<file path="src/rtl/vga_sync_decoder.sv">
// vga_sync_decoder: receive-side VGA timing recovery.
// Measures line/frame lengths, qualifies lock, regenerates x/y/de.
module vga_sync_decoder #(
    parameter int H_ACTIVE  = 320,
    parameter int H_FRONT   = 8,
    parameter int H_SYNC    = 96,
    parameter int H_BACK    = 40,
    parameter int V_ACTIVE  = 240,
    parameter int V_FRONT   = 2,
    parameter int V_SYNC    = 2,
    parameter int V_BACK    = 25,
    parameter int ERR_LIMIT = 3
) (
    input  logic       clk,
    input  logic       reset,
    input  logic       hsync_in,
    input  logic       vsync_in,
    output logic [9:0] pixel_x,
    output logic [9:0] pixel_y,
    output logic       de,
    output logic       locked,
    output logic       frame_start,
    output logic       sync_err,
    output logic [9:0] h_total_meas,
    output logic [9:0] v_total_meas
);
    localparam int H_TOTAL = H_ACTIVE + H_FRONT + H_SYNC + H_BACK;
    localparam int V_TOTAL = V_ACTIVE + V_FRONT + V_SYNC + V_BACK;
    localparam int ERR_W   = (ERR_LIMIT < 2) ? 1 : $clog2(ERR_LIMIT);

    localparam logic [9:0]  H_TOT   = 10'(H_TOTAL);
    localparam logic [9:0]  V_TOT   = 10'(V_TOTAL);
    localparam logic [9:0]  H_ACT   = 10'(H_ACTIVE);
    localparam logic [9:0]  V_ACT   = 10'(V_ACTIVE);
    localparam logic [10:0] H_OFS   = 11'(H_SYNC + H_BACK);
    localparam logic [10:0] V_OFS   = 11'(V_SYNC + V_BACK - 1);
    localparam logic [9:0]  POS_MAX = 10'h3ff;
    localparam logic [ERR_W-1:0] ERR_LAST = ERR_W'(ERR_LIMIT - 1);

    typedef enum logic [1:0] {
        HUNT   = 2'd0,
        TRACK  = 2'd1,
        LOCKED = 2'd2
    } state_t;

    state_t           state_q, state_d;
    logic             hs_q, hs_q2, vs_q, vs_q2;
    logic [9:0]       h_pos_q, h_pos_d;
    logic [9:0]       v_pos_q, v_pos_d;
    logic [9:0]       h_meas_q, h_meas_d;
    logic [9:0]       v_meas_q, v_meas_d;
    logic             vs_pend_q, vs_pend_d;
    logic             line_bad_q, line_bad_d;
    logic [ERR_W-1:0] err_cnt_q, err_cnt_d;
    logic [9:0]       px_q, px_d;
    logic [9:0]       py_q, py_d;
    logic             de_q, de_d;
    logic             fs_q, fs_d;
    logic             serr_q, serr_d;

    logic       h_fall, v_fall, boundary;
    logic [9:0] h_len, v_len;
    logic       line_good, line_bad_evt, frame_bad;
    logic [10:0] hx, vy;
    logic       active;

    // Edge detect and line/frame measurement.
    always_comb begin
        h_fall       = hs_q2 & ~hs_q;
        v_fall       = vs_q2 & ~vs_q;
        boundary     = h_fall & (vs_pend_q | v_fall);
        h_len        = (h_pos_q == POS_MAX) ? POS_MAX : h_pos_q + 10'd1;
        v_len        = (v_pos_q == POS_MAX) ? POS_MAX : v_pos_q + 10'd1;
        line_good    = h_fall & (h_len == H_TOT);
        // A stuck hsync counts once, on the way into saturation.
        line_bad_evt = (h_fall & (h_len != H_TOT))
                     | (~h_fall & (h_pos_q == POS_MAX - 10'd1));
        frame_bad    = boundary & ((v_len != V_TOT) | line_bad_q | line_bad_evt);

        h_pos_d    = h_fall ? 10'd0
                   : ((h_pos_q == POS_MAX) ? h_pos_q : h_pos_q + 10'd1);
        h_meas_d   = h_fall ? h_len : h_meas_q;
        v_pos_d    = v_pos_q;
        if (boundary)
            v_pos_d = 10'd0;
        else if (h_fall && v_pos_q != POS_MAX)
            v_pos_d = v_pos_q + 10'd1;
        v_meas_d   = boundary ? v_len : v_meas_q;
        vs_pend_d  = boundary ? 1'b0 : (vs_pend_q | v_fall);
        line_bad_d = boundary ? 1'b0 : (line_bad_q | line_bad_evt);
        fs_d       = boundary;
    end

    // Lock qualification state machine.
    always_comb begin
        state_d   = state_q;
        err_cnt_d = err_cnt_q;
        serr_d    = 1'b0;
        unique case (state_q)
            HUNT: begin
                if (boundary)
                    state_d = TRACK;
            end
            TRACK: begin
                if (line_bad_evt || frame_bad)
                    state_d = HUNT;
                else if (boundary)
                    state_d = LOCKED;
            end
            LOCKED: begin
                if (line_bad_evt || frame_bad) begin
                    if (err_cnt_q == ERR_LAST) begin
                        state_d   = HUNT;
                        err_cnt_d = '0;
                        serr_d    = 1'b1;
                    end else begin
                        err_cnt_d = err_cnt_q + 1'b1;
                    end
                end else if (line_good) begin
                    err_cnt_d = '0;
                end
            end
            default: begin
                state_d   = HUNT;
                err_cnt_d = '0;
            end
        endcase
    end

    // Active-area coordinates; 11-bit difference, sign bit = outside.
    always_comb begin
        hx     = {1'b0, h_pos_q} - H_OFS;
        vy     = {1'b0, v_pos_q} - V_OFS;
        active = ~hx[10] && (hx[9:0] < H_ACT)
              && ~vy[10] && (vy[9:0] < V_ACT);
        px_d   = active ? hx[9:0] : 10'd0;
        py_d   = active ? vy[9:0] : 10'd0;
        de_d   = active && (state_d == LOCKED);
    end

    // State and output registers.
    always_ff @(posedge clk) begin
        if (reset) begin
            hs_q       <= 1'b1;
            hs_q2      <= 1'b1;
            vs_q       <= 1'b1;
            vs_q2      <= 1'b1;
            state_q    <= HUNT;
            h_pos_q    <= '0;
            v_pos_q    <= '0;
            h_meas_q   <= '0;
            v_meas_q   <= '0;
            vs_pend_q  <= 1'b0;
            line_bad_q <= 1'b0;
            err_cnt_q  <= '0;
            px_q       <= '0;
            py_q       <= '0;
            de_q       <= 1'b0;
            fs_q       <= 1'b0;
            serr_q     <= 1'b0;
        end else begin
            hs_q       <= hsync_in;
            hs_q2      <= hs_q;
            vs_q       <= vsync_in;
            vs_q2      <= vs_q;
            state_q    <= state_d;
            h_pos_q    <= h_pos_d;
            v_pos_q    <= v_pos_d;
            h_meas_q   <= h_meas_d;
            v_meas_q   <= v_meas_d;
            vs_pend_q  <= vs_pend_d;
            line_bad_q <= line_bad_d;
            err_cnt_q  <= err_cnt_d;
            px_q       <= px_d;
            py_q       <= py_d;
            de_q       <= de_d;
            fs_q       <= fs_d;
            serr_q     <= serr_d;
        end
    end

    assign pixel_x      = px_q;
    assign pixel_y      = py_q;
    assign de           = de_q;
    assign locked       = (state_q == LOCKED);
    assign frame_start  = fs_q;
    assign sync_err     = serr_q;
    assign h_total_meas = h_meas_q;
    assign v_total_meas = v_meas_q;
endmodule

</file>
<file path="config.mk">
export PLATFORM = sky130hd
export DESIGN_NAME = vga_sync_decoder
export DESIGN_NICKNAME = d
export VERILOG_FILES = /design/src/rtl/vga_sync_decoder.sv
export SDC_FILE = /design/constraint.sdc
export NUM_CORES = 1
export LEC_CHECK = 0
export CAP_MARGIN = 25
export CELL_PAD_IN_SITES_DETAIL_PLACEMENT = 0
export CELL_PAD_IN_SITES_GLOBAL_PLACEMENT = 1
export CORE_MARGIN = 2
export CORE_UTILIZATION = 40
export CTS_CLUSTER_DIAMETER = 150
export DETAILED_ROUTE_END_ITERATION = 7
export GPL_ROUTABILITY_DRIVEN = 0
export GPL_TIMING_DRIVEN = 0
export PLACE_DENSITY_LB_ADDON = 0.08
export SYNTH_ARGS = -nofsm -noshare
export SYNTH_HDL_FRONTEND = slang
export SYNTH_SLANG_ARGS = --single-unit
</file>
<file path="constraint.sdc">
create_clock -name clk -period 3.1 [get_ports clk]
set_clock_uncertainty 0.05 [all_clocks]
set_input_delay 0.62 -clock clk [delete_from_list [all_inputs] [get_ports clk]]
set_output_delay 0.62 -clock clk [all_outputs]
set_load 0.02 [all_outputs]
</file>
======== Yosys cells after proc, flatten, opt, wreduce, memory -nomap -nowiden ========
Cells that the tools add are included.
cells by class
  add/subtract/negate cells ............... 5
  magnitude comparators ................... 2
  equality and inequality tests ........... 12
  mux-type cells .......................... 13
  bitwise operators ....................... 21
  reductions and logical operators ........ 13
operators with widths
  operator               count
  $eq 10x10->1 const B   3
  $add 10x1->10 const B  2
  $mux 10                2
  $ne 10x9->1 const B    2
  $mux 2                 8
  $sub 10x5->11 const B  1
  $sub 10x8->11 const B  1
  $eq 10x9->1 const B    1
  $lt 10x8->1 const B    1
  $lt 10x9->1 const B    1
  $ne 10x10->1 const B   1
  $not 1->1              9
  $reduce_or 2->1        4
  $and 1x1->1            7
  $eq 2x2->1 const B     3
  $pmux 2 s3             1
  $logic_and 1x1->1      5
  $or 1x1->1             5
  $pmux 2 s2             1
  $ne 3x1->1 const B     1
  $reduce_or 3->1        1
  $add 2x1->2 const B    1
  $eq 2x1->1 const B     1
  $logic_not 2->1        1
  3 further kinds        3
word-level totals
  register bits after elaboration ......... 73
  input bits .............................. 4
  output and inout bits ................... 44
  word-level logic and storage cells ...... 83

======== Longest topological paths before layout ========
Gate-level depths: netlist of the first run.
  word-level depth ........................ 12
  gate-level depth with buffers ........... 10

======== Worst setup path before layout of the first run ========
OpenSTA, ideal clock, no wires.
  path kind ............................... reg-to-reg
  start ................................... register v_pos_q[6]
  end ..................................... register err_cnt_q[0]
  library setup time ...................... 0.121 ns
  arrival time ............................ 2.389 ns
  data required time ...................... 2.929 ns
  path slack .............................. 0.541 ns
  stages on the path, launching flop included .. 9
  buffers on the path ..................... 1
  cells stage by stage .................... dfxtp_1 -> buf_6 -> or4b_1 -> or4_1 -> or4b_1 -> a31o_1 -> a211oi_2 -> or3_1 -> o31ai_1
on the way
  cells in the longest elaborated chain, start to end .. 9
RTL lines
  what                                                   RTL line  RTL
  start: declaration                                     49        logic [9:0] v_pos_q, v_pos_d;
  start signal: assignment                               168       v_pos_q <= v_pos_d;
  $add 10x1->10 / $eq 10x10->1 (equally long branches)   73        v_len = (v_pos_q == POS_MAX) ? POS_MAX : v_pos_q + 10'd1;
  $mux 10 *                                              73
  $ne 10x9->1 *                                          78        frame_bad = boundary & ((v_len != V_TOT) | line_bad_q | line_bad_evt);
  $or 1x1->1 * (2 in series)                             78
  $and 1x1->1 *                                          78
  $logic_or 1x1->1 *                                     111       if (line_bad_evt || frame_bad) begin
  $mux 2 / $ne 3x1->1 (equally long branches)            -
  $pmux 2 s2 / $reduce_and 2->1 (equally long branches)  -
  end signal: assignment                                 173       err_cnt_q <= err_cnt_d;
  end: declaration                                       54        logic [ERR_W-1:0] err_cnt_q, err_cnt_d;
Every way passes the cells marked *; elsewhere a longest branch is shown, timed or not.
A chain may end at the register's enable or synchronous reset.

======== Worst setup path in the final report of the first run ========
Same ends and word-level chain as after synthesis.

==> results of run 1 <==
==> cells by family after synthesis <==
family,after synthesis
other,1
DFF,73
adders and majority gates,7
muxes,3
AOI/OAI and AO/OA,70
buffers and inverters,41
and+or+nand+nor,173
xor gates and xnor gates,24
==> how the worst min path moves through the flow <==
stage	startpoint	end	slack [ps]	depth (start not counted)
2_1_floorplan	vs_q$_SDFF_PP1_	vs_q2$_SDFF_PP1_	370	1
3_5_place_dp	vs_q$_SDFF_PP1_	vs_q2$_SDFF_PP1_	380	1
3_3_place_gp	vs_q$_SDFF_PP1_	vs_q2$_SDFF_PP1_	370	1
6_report	vs_q$_SDFF_PP1_	vs_q2$_SDFF_PP1_	400	1
4_1_cts	vs_q$_SDFF_PP1_	vs_q2$_SDFF_PP1_	410	1
5_1_grt	vs_q$_SDFF_PP1_	vs_q2$_SDFF_PP1_	440	1
==> cell type report <==
| class | count | area, sq um | share of cell area [%] |
|---|---|---|---|
| buffer | 27 | 159 | 3.86 |
| sequential | 73 | 1460 | 35.5 |
| timing repair buffer | 47 | 470 | 11.4 |
| clock inverter | 7 | 101 | 2.46 |
| tap | 105 | 131 | 3.19 |
| inverter | 14 | 52.6 | 1.28 |
| multi-input combinational | 280 | 1610 | 39.2 |
| clock buffer | 9 | 124 | 3.01 |
==> state kept, by name, indices dropped and copies added (netlist names), 2 cells and up <==
| signal | cells |
|---|---|
| pixel_y | 10 |
| state_q | 2 |
| h_pos_q | 10 |
| pixel_x | 10 |
| v_total_meas | 10 |
| err_cnt_q | 2 |
| h_total_meas | 10 |
| v_pos_q | 10 |
==> synthesized netlist by cell type, types with 3 or more instances <==
library cell   n
o31ai_1        3
buf_2          4
inv_1         14
a31oi_1        3
xor2_1        11
buf_6          4
a311oi_1       3
nand2_1       32
a21oi_1       18
ha_1           7
or3_1          4
or2_2          5
xnor2_1       13
nor2_1        81
nor3_1         7
clkbuf_1      15
nor4_1         3
o21ai_0       11
nand2b_1       7
a211oi_1      15
nand3_1       14
dfxtp_1       73
nand4_1        5
==> per-layer routing <==
layer / global-route usage (%) / up-vias
met2: 28.8 / 46
li1: - / 1443
met4: 7.97 / 0
met3: 4.31 / 9
met5: 0 / -
met1: 26.4 / 1285
==> where the power goes <==
group | total, uW | switching (uW) | internal (uW)
clock network | 847 | 386 | 461
registers | 973 | 14.3 | 959
logic | 140 | 81.2 | 58.4
==> metrics by stage <==
step	cells	area [sq um]	hold WS, ps	total power, uW
2_1_floorplan	394	3290	367	1080
3_3_place_gp	546	3890	375	1130
3_5_place_dp	546	3890	380	1140
4_1_cts	562	4110	411	1980
5_1_grt	562	4110	444	2040
6_report	562	4110	402	1960
==> impl_metrics.yaml, run 1 <==
placement:
  io_buffers: 47
  dp_hpwl_um: 5590
  dp_slack_ps: 313
cts:
  cts_setup_buffers: 0
  cts_max_level: 3
  cts_hold_buf: 0
  cts_buffers: 9
  cts_resized: 0
  clk_path_buf_depth: 2
  clk_pin_slew_ps: 80
  clock_latency_ps: 350
  clock-sinks: 73
  clock-root-buffer: "clkbuf_8"
  cts_tree: "done"
sta:
  tightest_slew_ps: 727
  setup-tns-final_ps: 0
  timing.fmax_ghz: 0.355
  drv_slew: 0
  setup_violations: 0
  min_period_over_period_pct: 90.9
  rsz0062_at_grt: "no"
  period_minus_slack_ps: 2820
  finalHoldViolCount: 0
  fin_ws_ps: 282
  slew_headroom_pct: 51.3
final_layout:
  final_common_cell: "nor2_1"
  final_util_pct: 50.8
  drive_above_1_share_pct: 9.19
  layout.nets: 463
  n_antenna_cell: 0
  fill_cells: 814
  final_cell_mix: "81 x nor2_1, 73 x dfxtp_1, 47 x clkdlybuf4s50_1, 32 x nand2_1, 18 x a21oi_1"
  area_growth_pct: 25.5
floorplan:
  start_util_pct: 40.5
  rows: 33
  io_pins: 48
  dieHeight_um: 94.5
  die_w_um: 94.5
  core_region_area_sq_mm: 0.00809
  dieArea_sq_mm: 0.00894
route:
  avgRoutedWirePerCell_um: 14.0
  routed.top_layer: "met4"
  drc_errors: 0
  drt_iter0_drc: 131
  first_pass_iters: 4
  wl_um: 7870
  route.met3.wl_um: 307
  vias: 2783
  vias_per_cell: 4.95
  antenna_left: 0
  dr_wl_met2_um: 3490
  wl_met1_um: 3930
run_status:
  status: "completed"
synthesis:
  synth-seq-cells: 73
  synth_top_area_share_pct: 44.6
  async_reset_ff_share_pct: 0
  synth_edf_count: 0
  yosys.area.top_type: "dfxtp_1"
  yosys.area_share.xor_xnor_pct: 6.41
  muxShareOfSynthArea_pct: 0.954
  synth_cell_type_count: 56
  synth_warnings: 0
  synth_seq_area_share_pct: 44.6
  synth_ff_type: "dfxtp_1"
  avgSynthCellArea_sq_um: 8.36
  syn_inst: 392
  synth_area_sq_mm: 0.00328
  synth_adder_area_share_pct: 2.67
  synthTopCellsByArea: "dfxtp_1 45%, nor2_1 9.3%, nand2_1 3.7%"
  synth-compound-area-share_pct: 14.5
  yosys.area_share.simple_pct: 24.3
  synth_top_family_by_area: "simple AND/OR/NAND/NOR gates"
worst_setup_path:
  required_ps: 3300
  timing.rr.start: "v_pos_q[6]$_SDFFE_PP0P_"
  cp-startpoint: "v_pos_q[6]$_SDFFE_PP0P_"
  crit_type: "flop to flop"
  rr_worst_depth: 8
  path_buf_inv: 1
  reg2reg_slack_ps: 280
  cp.depth: 8
  timing.rr.end: "err_cnt_q[0]$_SDFFE_PP0P_"
  cpMostUsedCell: "or4b_1"
  critical-path-slowest-cell: "or4b_1"
  startpoint_type: "flop"
  cp-end-kind: "flop"
  worst_ep_arrival_time_ps: 3010
  critical-path-top-delay-family: "simple AND/OR/NAND/NOR gates"
  worstPathMaxFanout: 10
  path_cells: "buf_6 > or4b_1 > or4_1 > or4b_1 > a31o_1 > a211oi_2 > or3_1 > o31ai_1"
  endpoint: "err_cnt_q[0]$_SDFFE_PP0P_"
  slowest_delay_ps: 530
worst_hold_path:
  hold_class: "flop to flop"
power:
  ir_worst_vdd_v: 0.000220
  power_density_mw_per_mm2: 477
  p_leak_uw: 0.00147
flow_run:
  drv_cap: 0
global_route:
  grt_pass1_wl_um: 13000
  grt_use_total_pct: 19.1
  grt_pass1_vias: 2614
  antenna_found_initial: 0
  grt_overflow: 0
  grt_start_max_net_pins: 15
Note: power is estimated with default switching activity, not from simulation.
==> run 2: changes to the inputs <==
--- a/config.mk
+++ b/config.mk
@@ -5,14 +5,14 @@
 export SDC_FILE = /design/constraint.sdc
 export NUM_CORES = 1
 export LEC_CHECK = 0
+export ABC_CLOCK_PERIOD_IN_PS = 3100
 export CAP_MARGIN = 25
 export CELL_PAD_IN_SITES_DETAIL_PLACEMENT = 0
 export CELL_PAD_IN_SITES_GLOBAL_PLACEMENT = 1
 export CORE_MARGIN = 2
 export CORE_UTILIZATION = 40
-export CTS_CLUSTER_DIAMETER = 150
+export CTS_CLUSTER_DIAMETER = 30
 export DETAILED_ROUTE_END_ITERATION = 7
-export GPL_ROUTABILITY_DRIVEN = 0
 export GPL_TIMING_DRIVEN = 0
 export PLACE_DENSITY_LB_ADDON = 0.08
 export SYNTH_ARGS = -nofsm -noshare
==> results of run 2 <==
The final DEF is identical to that of run 1; final timing and power are the same.
